<file path="config.mk">
export PLATFORM = sky130hd
export DESIGN_NAME = led_responder
export DESIGN_NICKNAME = d
export VERILOG_FILES = /design/src/rtl/led_responder.sv
export SDC_FILE = /design/constraint.sdc
export NUM_CORES = 1
export LEC_CHECK = 0
export ABC_CLOCK_PERIOD_IN_PS = 1710
export BUFFER_PORTS_ARGS = -buffer_cell sky130_fd_sc_hd__buf_2
export CAP_MARGIN = 20
export CORE_ASPECT_RATIO = 2
export CORE_MARGIN = 5
export CORE_UTILIZATION = 36
export CTS_BUF_LIST = sky130_fd_sc_hd__clkbuf_8 sky130_fd_sc_hd__clkbuf_16
export DETAILED_ROUTE_END_ITERATION = 16
export PLACE_DENSITY = 0.79
export SLEW_MARGIN = 5
export SYNTH_ARGS = -nofsm -noshare
export SYNTH_HDL_FRONTEND = slang
export SYNTH_SLANG_ARGS = --single-unit
</file>
<file path="constraint.sdc">
create_clock -name clk -period 1.71 [get_ports clk]
set_clock_uncertainty 0.1 [all_clocks]
set_input_delay 0.342 -clock clk [delete_from_list [all_inputs] [get_ports clk]]
set_output_delay 0.342 -clock clk [all_outputs]
set_load 0.1 [all_outputs]
</file>
<file path="src/rtl/led_responder.sv">
// LED peripheral bus responder: LED data register, fixed wait-state response, error reporting.
// Optional hardware blink engine (PERIOD/CTRL/STATUS) built only when LED_RESPONDER_BLINK_EN is defined.
module led_responder #(
    parameter int               LED_W          = 8,
    parameter int               WAIT_STATES    = 1,
    parameter int               CNT_W          = 24,
    parameter logic [CNT_W-1:0] DEFAULT_PERIOD = CNT_W'(50_000_000)
) (
    input  logic             clk,
    input  logic             rst_n,
    input  logic             cs_led,
    input  logic             req,
    input  logic             we,
    input  logic [31:0]      addr,
    input  logic [31:0]      wdata,
    output logic [31:0]      rdata,
    output logic             ready,
    output logic             err,
    output logic [LED_W-1:0] led_out
);

    // state  | meaning
    // S_IDLE | waiting for req && cs_led; access latched on acceptance
    // S_WAIT | counting WAIT_STATES cycles
    // S_RESP | ready strobe; writes commit at the end of this cycle
    typedef enum logic [1:0] {S_IDLE, S_WAIT, S_RESP} state_t;

    localparam int WS_W    = (WAIT_STATES > 1) ? $clog2(WAIT_STATES) : 1;
    localparam int WS_LAST = (WAIT_STATES > 0) ? WAIT_STATES - 1 : 0;

    state_t            r_state;
    state_t            w_next;
    logic [WS_W-1:0]   r_wcnt;
    logic              r_we;
    logic [3:0]        r_addr;
    logic [31:0]       r_wdata;
    logic [LED_W-1:0]  r_led;
    logic              w_err;
    logic              w_commit;
    logic              w_wr_led;
    logic              w_wr_period;
    logic              w_wr_ctrl;
    logic [31:0]       w_rmux;
    logic              w_unused;

    always_comb begin
        w_next = r_state;
        case (r_state)
            S_IDLE: if (req && cs_led) w_next = (WAIT_STATES > 0) ? S_WAIT : S_RESP;
            S_WAIT: if (r_wcnt == WS_W'(WS_LAST)) w_next = S_RESP;
            S_RESP: w_next = S_IDLE;
            default: w_next = S_IDLE;
        endcase
    end

    always_ff @(posedge clk or negedge rst_n) begin
        if (!rst_n) begin
            r_state <= S_IDLE;
            r_wcnt  <= '0;
            r_we    <= 1'b0;
            r_addr  <= '0;
            r_wdata <= '0;
        end else begin
            r_state <= w_next;
            if (r_state == S_IDLE) begin
                r_wcnt <= '0;
                if (req && cs_led) begin
                    r_we    <= we;
                    r_addr  <= addr[3:0];
                    r_wdata <= wdata;
                end
            end else if (r_state == S_WAIT) begin
                r_wcnt <= r_wcnt + WS_W'(1);
            end
        end
    end

    assign w_err       = (r_addr[1:0] != 2'b00) || (r_we && (r_addr[3:2] == 2'b11));
    assign ready       = (r_state == S_RESP);
    assign err         = ready && w_err;
    assign rdata       = (ready && !w_err && !r_we) ? w_rmux : 32'h0;
    assign w_commit    = ready && r_we && !w_err;
    assign w_wr_led    = w_commit && (r_addr[3:2] == 2'b00);
    assign w_wr_period = w_commit && (r_addr[3:2] == 2'b01);
    assign w_wr_ctrl   = w_commit && (r_addr[3:2] == 2'b10);

    always_ff @(posedge clk or negedge rst_n) begin
        if (!rst_n)        r_led <= '0;
        else if (w_wr_led) r_led <= r_wdata[LED_W-1:0];
    end

`ifdef LED_RESPONDER_BLINK_EN
    logic [CNT_W-1:0] r_period;
    logic             r_ctrl;
    logic [CNT_W-1:0] r_cnt;
    logic             r_phase;
    logic             w_active;

    assign w_active = r_ctrl && (r_period != '0);

    // Reconfiguring the blinker restarts it in the lit phase.
    always_ff @(posedge clk or negedge rst_n) begin
        if (!rst_n) begin
            r_period <= DEFAULT_PERIOD;
            r_ctrl   <= 1'b0;
            r_cnt    <= '0;
            r_phase  <= 1'b1;
        end else begin
            if (w_wr_period) r_period <= r_wdata[CNT_W-1:0];
            if (w_wr_ctrl)   r_ctrl   <= r_wdata[0];
            if (w_wr_period || w_wr_ctrl) begin
                r_cnt   <= '0;
                r_phase <= 1'b1;
            end else if (w_active) begin
                if (r_cnt == r_period - CNT_W'(1)) begin
                    r_cnt   <= '0;
                    r_phase <= ~r_phase;
                end else begin
                    r_cnt <= r_cnt + CNT_W'(1);
                end
            end
        end
    end

    always_comb begin
        w_rmux = 32'h0;
        case (r_addr[3:2])
            2'b00: w_rmux = 32'(r_led);
            2'b01: w_rmux = 32'(r_period);
            2'b10: w_rmux = {31'h0, r_ctrl};
            2'b11: w_rmux = {31'h0, r_phase};
            default: w_rmux = 32'h0;
        endcase
    end

    assign led_out  = (w_active && !r_phase) ? '0 : r_led;
    assign w_unused = &{1'b0, addr[31:4], r_wdata, DEFAULT_PERIOD};
`else
    always_comb begin
        w_rmux = 32'h0;
        if (r_addr[3:2] == 2'b00) w_rmux = 32'(r_led);
    end

    assign led_out  = r_led;
    assign w_unused = &{1'b0, addr[31:4], r_wdata, DEFAULT_PERIOD, w_wr_period, w_wr_ctrl};
`endif

endmodule

</file>
==> metrics.txt, run 1 <==
Starting DRT DRC Count=5; # clock sinks=24; worst setup margin=-0.390 ns; failing checks=setup timing; multi-input combinational cell area=roughly 530 um2; Fmax=between 0.4 and 0.5 GHz; Mapped Cells=91; Die Wd=50.8 um; via count=a little under 800; mean post-synth cell area=~13 um2; gpl congestion=0.671; final WL=around 2500 um; RSZ-0062 raised after global routing=yes; Total Power=2.61 mW; NetSw=1.31 mW; first drt pass iteration count=2; row cnt=29; Flop pwr share=0.340; Vias/cell=roughly 4.6; Hold WC Path Type=in2reg; final-layout fill cell count=287; worst-margin pin slew=roughly 0.52 ns; total track usage=0.109; initial core utilization=0.375; CP endpoint kind=output port; outcome=finished with violations; first-pass GRT wire length=about 3900 um; WHS Path Cells=2; R2R setup slack=around 0.1 ns; dpl hpwl=just over 2000 um; remaining global-route overflow=0; Die Ht=91.5 um; share of cells above drive strength 1=0.631; slowest stage delay, CP=between 0.4 and 0.5 ns; WL/cell=14.3 um; root buf cell=clkbuf_8; CP Class=reg2out; CORE AREA=3190 um2; CTS Buffer Depth=2; crit path cell chain=nor4_4, and3b_2, and2_4, buf_12; post-route minimum period=approximately 2.1 ns; largest net degree at the start of global routing=25; reg2reg start=r_addr[2]; reg2reg end=led_out[2]; Hold Path End=r_wdata[5]; Critical Path RT=between 1 and 1.5 ns; Synth warnings=0; I/O pin count=between 100 and 150; Finished Core Util=0.520; vias in the first global route=858; Pint=between 1 and 1.5 mW; Clock Latency Late Sink=between 0.2 and 0.3 ns; sequential area share after synthesis=0.502; Pwr Density=between 1500 and 2000 nW/um2; Slew HR=0.653; CP arrival=between 1.5 and 2 ns; H-tree Lvls=1; dpl ws=-0.101 ns; Static Leak=0.831 nW; Detail Route Antenna Nets=0; crit path max fanout=8; final hold violation count=0; initial antenna violation count=0; total CTS buffers=3; cells on worst reg2reg path=5; Layout area overhead=38.9%; final setup fails=9; Final Slew Violations=0; Net Sw Frac=0.501; port buffer count=34; Ant. Diodes=0; maximum vdd drop=0.00100 V; synth unique cells=17; die area=~4600 um2; clock network power share=0.141; worst hold start=wdata[5]; Post-Syn Area=~1200 um2; Final nets=211; final routed DRC violation total=0; clock transition at the registers of the reported paths=0.08 ns; register area=602 um2; commonest cells after routing, fill and taps aside=conb_1 (24), buf_2 (24), dfrtp_1 (23); startpoint types=flip-flop; Crit-path slowest cell=dfrtp_1; Max Cap Viol=0; fin crit share=1.23; Gate power share=0.520; #FFs+latches synth=24; CTS tree=yes
Yosys cell counts, drive strengths merged:
cell     n  share of area
nand2    1         0.0031
and3b    1         0.0084
nor4     1          0.018
conb     1         0.0031
a31o     1         0.0073
a21o     1         0.0063
inv      1         0.0031
and2     8          0.042
nor3b    1         0.0063
and2b    1         0.0063
nor3     2          0.018
buf     25           0.16
nand3    1          0.015
mux2    21           0.20
a311oi   1         0.0073
dfrtp   24           0.50
worst max-delay path: cells and delay by family, from the launching register on:
kind | cells | cell delay, ns
simple gates | 3 | 0.82
flops | 1 | 0.41
buf+inv | 1 | 0.17
registers in the layout, summed over array words and instances (netlist names):
register  count
r_wcnt        1
r_state       2
led_out       8
r_addr        4
r_we          1
r_wdata       8
area by class of cell:
cell class / instances / share of cell area
clock buffers: 4 / 0.0331
inverters: 1 / 0.00226
multi-input cells: 64 / 0.319
flip-flops and latches: 24 / 0.362
well taps: 31 / 0.0233
repair buffers: 48 / 0.260
logic make-up after synthesis:
family / Yosys count / share of synthesized area
simple gates: 16 / 0.116
buf+inv: 26 / 0.160
mux: 21 / 0.198
other cells: 1 / 0.00314
compound gates: 3 / 0.0209
flops: 24 / 0.502
power by group through the flow:
stage	clock network [mW]	logic (mW)	registers [mW]
after detailed placement	0	1.30	0.897
after global routing	0.406	1.40	0.915
after global placement	0	1.27	0.879
after CTS	0.379	1.34	0.888
final	0.367	1.35	0.885
after floorplan	0	0.559	1.40
layer usage:
| layer | GRT usage | up-vias | wire (um) |
|---|---|---|---|
| met2 | 0.202 | 46 | 1400 |
| met3 | 0.0213 | 10 | 222 |
| li1 | - | 359 | - |
| met4 | 0.0533 | 0 | 93 |
| met5 | 0 | - | 0 |
| met1 | 0.107 | 371 | 755 |
through the flow:
step                hold WS, ns  setup TNS (ns)  cell area, um2  std cells
floorplan               -0.0536           -2.54            1320        114
global placement          0.230          -0.616            1550        164
detailed placement        0.246          -0.794            1550        164
CTS                       0.207           -3.16            1650        171
global route              0.204           -3.97            1660        172
finish                    0.214           -3.34            1660        172
worst max-delay path by stage:
| stage | start | endpoint | cells past startpoint |
|---|---|---|---|
| after floorplan | r_state[0] | rdata[0] | 3 |
| after global placement | r_addr[1] | rdata[0] | 4 |
| after detailed placement | r_addr[1] | rdata[2] | 4 |
| after CTS | r_addr[2] | rdata[2] | 4 |
| after global routing | r_addr[2] | rdata[2] | 4 |
| final | r_addr[2] | rdata[2] | 4 |
what timing repair did:
action / CTS / global route
pin swaps: 10 / 5
endpoints found under the setup margin: 9 / 9
hold endpoints to repair: 24 / 0
hold buffers: 1 / 0
gates resized for setup: 6 / 0
buffers inserted: 2 / 1
No activity file was read; power rests on OpenSTA's default activity.
==> inputs of run 2 (changes only) <==
CELL_PAD_IN_SITES_DETAIL_PLACEMENT = 1   (was not set)
CELL_PAD_IN_SITES_GLOBAL_PLACEMENT = 1   (was not set)
CORE_UTILIZATION = 25   (was 36)
PLACE_DENSITY = 0.78   (was 0.79)
SLEW_MARGIN = 30   (was 5)
==> run 2 against run 1 <==
The flow still finishes with violations (setup timing). First-iteration DRC count grew to 3.2 times the previous value. Fmax is 0.46% higher. Cell area is 2.1% higher. Register-to-register slack worse by 0.09 ns. Sequential cell count stayed put. Global-route usage is 2.6 points lower. Power is 1.8% lower. Largest power group unchanged. Combinational power hardly changed.
==> metrics.txt, run 2 (synthesized netlist as in run 1, its figures left out) <==
CORE AREA=4640 um2 (+45%); largest net degree at the start of global routing=25 (unchanged); final routed DRC violation total=0 (unchanged); dpl ws=-0.0840 ns (+0.0173 ns); remaining global-route overflow=0 (unchanged); Vias/cell=3.93 (-14%); commonest cells after routing, fill and taps aside=conb_1 (24), buf_2 (24), dfrtp_1 (23); final-layout fill cell count=530 (+85%); Clock Latency Late Sink=0.26 ns (about the same); Pwr Density=1510 nW/um2 (-3.8%); H-tree Lvls=1 (unchanged); Hold WC Path Type=in2reg; final setup fails=9 (unchanged); startpoint types=flip-flop; Die Wd=58.9 um (+16%); CP arrival=1.65 ns (about the same); Starting DRT DRC Count=16 (+11); dpl hpwl=2160 um (+6.9%); CTS tree=yes; final hold violation count=0 (unchanged); maximum vdd drop=0.000902 V (-9.9%); Crit-path slowest cell=dfrtp_1; RSZ-0062 raised after global routing=yes; crit path cell chain=nor4_4, and3b_2, and2_4, buf_12; total track usage=0.0830 (-0.0259); Final nets=212 (+0.47%); I/O pin count=111 (unchanged); initial antenna violation count=0 (unchanged); Ant. Diodes=0 (unchanged); Finished Core Util=0.365 (-0.155); CTS Buffer Depth=2 (unchanged); CP endpoint kind=output port; worst-margin pin slew=0.542 ns (+0.0223 ns); Static Leak=0.837 nW (+0.73%); Detail Route Antenna Nets=0 (unchanged); first drt pass iteration count=2 (unchanged); Fmax=0.478 GHz (+0.46%); root buf cell=clkbuf_8; port buffer count=34 (unchanged); final WL=2600 um (+5.4%); row cnt=35 (+21%); total CTS buffers=3 (unchanged); Slew HR=0.639 (-0.0149); Critical Path RT=1.27 ns (about the same); post-route minimum period=2.09 ns (-0.00961 ns); multi-input combinational cell area=531 um2 (unchanged); Die Ht=108 um (+18%); gpl congestion=0.686 (+2.2%); first-pass GRT wire length=3930 um (unchanged); slowest stage delay, CP=0.43 ns (+0.02 ns); Layout area overhead=41.8%; # clock sinks=24 (unchanged); clock transition at the registers of the reported paths=0.08 ns (about the same); die area=6350 um2 (+37%); register area=602 um2 (unchanged); crit path max fanout=8 (unchanged); share of cells above drive strength 1=0.627 (-0.00445); CP Class=reg2out; worst setup margin=-0.381 ns (+0.00961 ns); Final Slew Violations=0 (unchanged); Max Cap Viol=0 (unchanged); WL/cell=13.2 um (-7.9%); Total Power=2.56 mW (-1.8%); vias in the first global route=836 (-2.6%); via count=775 (-1.4%); failing checks=setup timing; fin crit share=1.22 (-0.00562); initial core utilization=0.258 (-0.117); outcome=finished with violations
## run 2: worst max-delay path: cells and delay by family, from the launching register on
family	cells	cell delay, ns
buffers and inverters	1	0.17
and+or+nand+nor	3	0.80
DFF	1	0.43
## run 2: metal layers
layer | part of all wire | GRT usage | vias up
met5 | 0 | 0 | -
met4 | 0.0073 | 0.0292 | 0
met3 | 0.10 | 0.0168 | 2
met2 | 0.60 | 0.176 | 46
met1 | 0.29 | 0.0679 | 366
li1 | - | - | 361
## run 2: worst paths after layout
| path | slack [ns] | cells after the start | startpoint | to |
|---|---|---|---|---|
| max | -0.38 | 4 | r_addr[2] | rdata[4] |
| min | 0.21 | 2 | addr[0] | r_addr[0] |
| max reg2reg | 0.01 | 6 | r_addr[2] | led_out[3] |
| min reg2reg | 0.38 | 1 | r_wcnt | r_state[1] |
| max in group asynchronous | 0.62 | 2 | rst_n | r_state[0] |
| min in group asynchronous | 0.50 | 2 | rst_n | r_wdata[3] |
## run 2: per-stage QoR
stage	TNS [ns]	area [um2]	instances	hold slack (ns)
after detailed placement	-0.656	1590	189	0.257
after CTS	-3.18	1690	196	0.205
after global placement	-0.574	1590	189	0.249
after global routing	-4.43	1700	197	0.203
after floorplan	-2.54	1320	114	-0.0536
final	-3.22	1700	197	0.211
## run 2: repair_timing
item                       in CTS  in global routing
hold buffers                    1                  0
setup endpoints to repair       9                  9
pin swaps                       9                  7
buffers inserted                4                  2
hold endpoints to repair       24                  0
gates resized for setup         8                  1
## run 2: area by class of cell
class                           count  area share
Inverter                            1     0.00221
Timing Repair Buffer               49       0.263
Multi-Input combinational cell     64       0.313
Tap cell                           55      0.0406
Clock inverter                      1     0.00221
Clock buffer                        3      0.0243
Sequential cell                    24       0.355
## run 2: power by group
part           total [mW]  leakage, nW  switching [mW]  internal, mW
clock               0.318       0.0269           0.158         0.160
combinational        1.36        0.512           0.997         0.360
sequential          0.886        0.298           0.138         0.748
total                2.56        0.837            1.29          1.27
==> inputs of run 3 (changes only) <==
ABC_CLOCK_PERIOD_IN_PS = 2600   (was 1710)
CORE_UTILIZATION = 27   (was 25)
PLACE_DENSITY = 0.83   (was 0.78)
clock period = 2.6 ns   (was 1.71 ns; I/O delays follow)
==> run 3 against run 2 <==
The flow now finishes without violations. Cell area fell by 15%. Power fell by 34%. Utilization fell by 3.4 points. Combinational power fell by 43%. Cell count fell by 8.1%. Setup slack improved by 0.53 ns. Sequential share of layout area rose by 6.2 points. Hold slack got worse by 0.079 ns. Clock power rose by 1%. Sequential power fell by 34%. Sequential cell count did not move. Non-clock buffer count fell by 15. Critical endpoint is now rdata[7]. Largest power group unchanged.
==> metrics.txt, run 3 (synthesized netlist as in run 1, its figures left out) <==
dpl ws=0.330 ns (+0.414 ns); first drt pass iteration count=2 (unchanged); Max Cap Viol=0 (unchanged); # clock sinks=24 (unchanged); final-layout fill cell count=512 (-3.4%); CP endpoint kind=output port; Detail Route Antenna Nets=0 (unchanged); worst setup margin=0.152 ns (+0.533 ns); maximum vdd drop=0.000542 V (-40%); root buf cell=clkbuf_8; hold buffers post-CTS=0 (-1); CORE AREA=4340 um2 (-6.5%); final setup fails=0 (-9); Final Slew Violations=0 (unchanged); dpl hpwl=1920 um (-11%); met3 WL=252 um (-6.0%); initial core utilization=0.276 (+0.0180); Fmax=slightly above 0.4 GHz; Post-DP Area=1350 um2 (-15%); worst-margin pin slew=0.698 ns (+0.155 ns); row cnt=34 (-2.9%); Layout area overhead=20.4%; Design Area, Final=1440 um2 (-15%); WL/cell=13.0 um (-1.6%); startpoint types=flip-flop; Finished Layout Cells=181 (-8.1%); final hold violation count=0 (unchanged); share of cells above drive strength 1=0.583 (-0.0441); Final nets=197 (-7.1%); vias in the first global route=820 (-1.9%); multi-input combinational cell area=507 um2 (-4.5%); via count=740 (-4.5%); CTS Buffer Depth=2 (unchanged); met1 wire length=819 um (+8.6%); Die Ht=104 um (-3.4%); placed cell count=177 (-6.3%); CTS tree=yes; final WL=2350 um (-9.6%); Hold WC Path Type=in2async; Clock Latency Late Sink=0.26 ns (about the same); gpl congestion=0.653 (-4.8%); clock transition at the registers of the reported paths=0.09 ns (about the same); I/O pin count=111 (unchanged); outcome=completed; Starting DRT DRC Count=2 (-14); register area=601 um2 (-0.21%); final routed DRC violation total=0 (unchanged); top sig layer=met4; Die Wd=57.1 um (-3.1%); largest net degree at the start of global routing=25 (unchanged); port buffer count=34 (unchanged); H-tree Lvls=1 (unchanged); initial antenna violation count=0 (unchanged); met2 WL=1260 um (-19%); total CTS buffers=3 (unchanged); setup TNS=0 ns (+3.22 ns); Vias/cell=4.09 (+3.9%); most common cell after layout, fill and taps aside=buf_2; Slew HR=0.533 (-0.105); Ant. Diodes=0 (unchanged); CP arrival=1.83 ns (+0.18 ns); fin crit share=0.941; Static Leak=0.730 nW (-13%); total track usage=0.0825 (-0.000427); Finished Core Util=0.332 (-0.0336); first-pass GRT wire length=3870 um (-1.6%); CP Class=reg2out; RSZ-0062 raised after global routing=no; remaining global-route overflow=0 (unchanged); Critical Path RT=1.98 ns (+0.71 ns); crit path max fanout=8 (unchanged); commonest cells after routing, fill and taps aside=buf_2 (26), conb_1 (24), dfrtp_1 (24); post-route minimum period=between 2 and 2.5 ns; die area=5940 um2 (-6.4%); Pwr Density=1170 nW/um2 (-23%)
-- run 3: cell types whose count changed in the layout (fill, tap and decap cells not counted), moves of 3 or more --
| cell | delta |
|---|---|
| buf_4 | -11 |
| buf_12 | -10 |
| and2_2 | +8 |
| and2_4 | -8 |
| clkbuf_4 | +8 |
| buf_6 | -3 |
-- run 3: path summary, 6_finish.rpt --
path / from / to / slack [ns] / cells after the start
min reg2reg: r_wcnt / r_state[1] / 0.39 / 1
min: rst_n / r_addr[2] / 0.13 / 1
max in group asynchronous: rst_n / led_out[5] / 1.91 / 1
max reg2reg: r_state[1] / r_wdata[5] / 0.90 / 2
min in group clk: addr[3] / r_addr[3] / 0.38 / 2
max: r_addr[1] / rdata[7] / 0.15 / 4
-- run 3: layout make-up --
class,instances,share of cell area
clock buffer,3,0.0287
tap,54,0.0469
inverter,1,0.00261
timing repair buffer,34,0.132
multi-input combinational,64,0.352
sequential,24,0.417
clock inverter,1,0.0209
-- run 3: timing repair --
action / CTS / global route
resized for setup: 0 / 8
setup buffers: 0 / 0
setup endpoints to repair: 0 / 8
-- run 3: worst max-delay path, cell delays in order (launching register included) --
cell      delay [ns]
dfrtp_1         0.42
nor4_4          0.35
and3b_2         0.31
and2_2          0.16
clkbuf_4        0.32
-- run 3: through the flow --
step	hold WS (ns)	power (mW)
floorplan	0.124	1.28
global placement	0.356	1.36
detailed placement	0.389	1.37
CTS	0.145	1.70
global route	0.176	1.75
finish	0.132	1.68
-- run 3: per-layer routing --
metal / vias to the layer above / track usage
met3: 2 / 0.0224
met1: 360 / 0.0924
met4: 0 / 0.0348
li1: 333 / -
met5: - / 0
met2: 45 / 0.142
-- run 3: report_power, final --
part,switching [mW],total [mW],internal [mW]
sequential,0.0950,0.586,0.491
combinational,0.621,0.770,0.149
clock,0.116,0.322,0.206
total,0.832,1.68,0.846
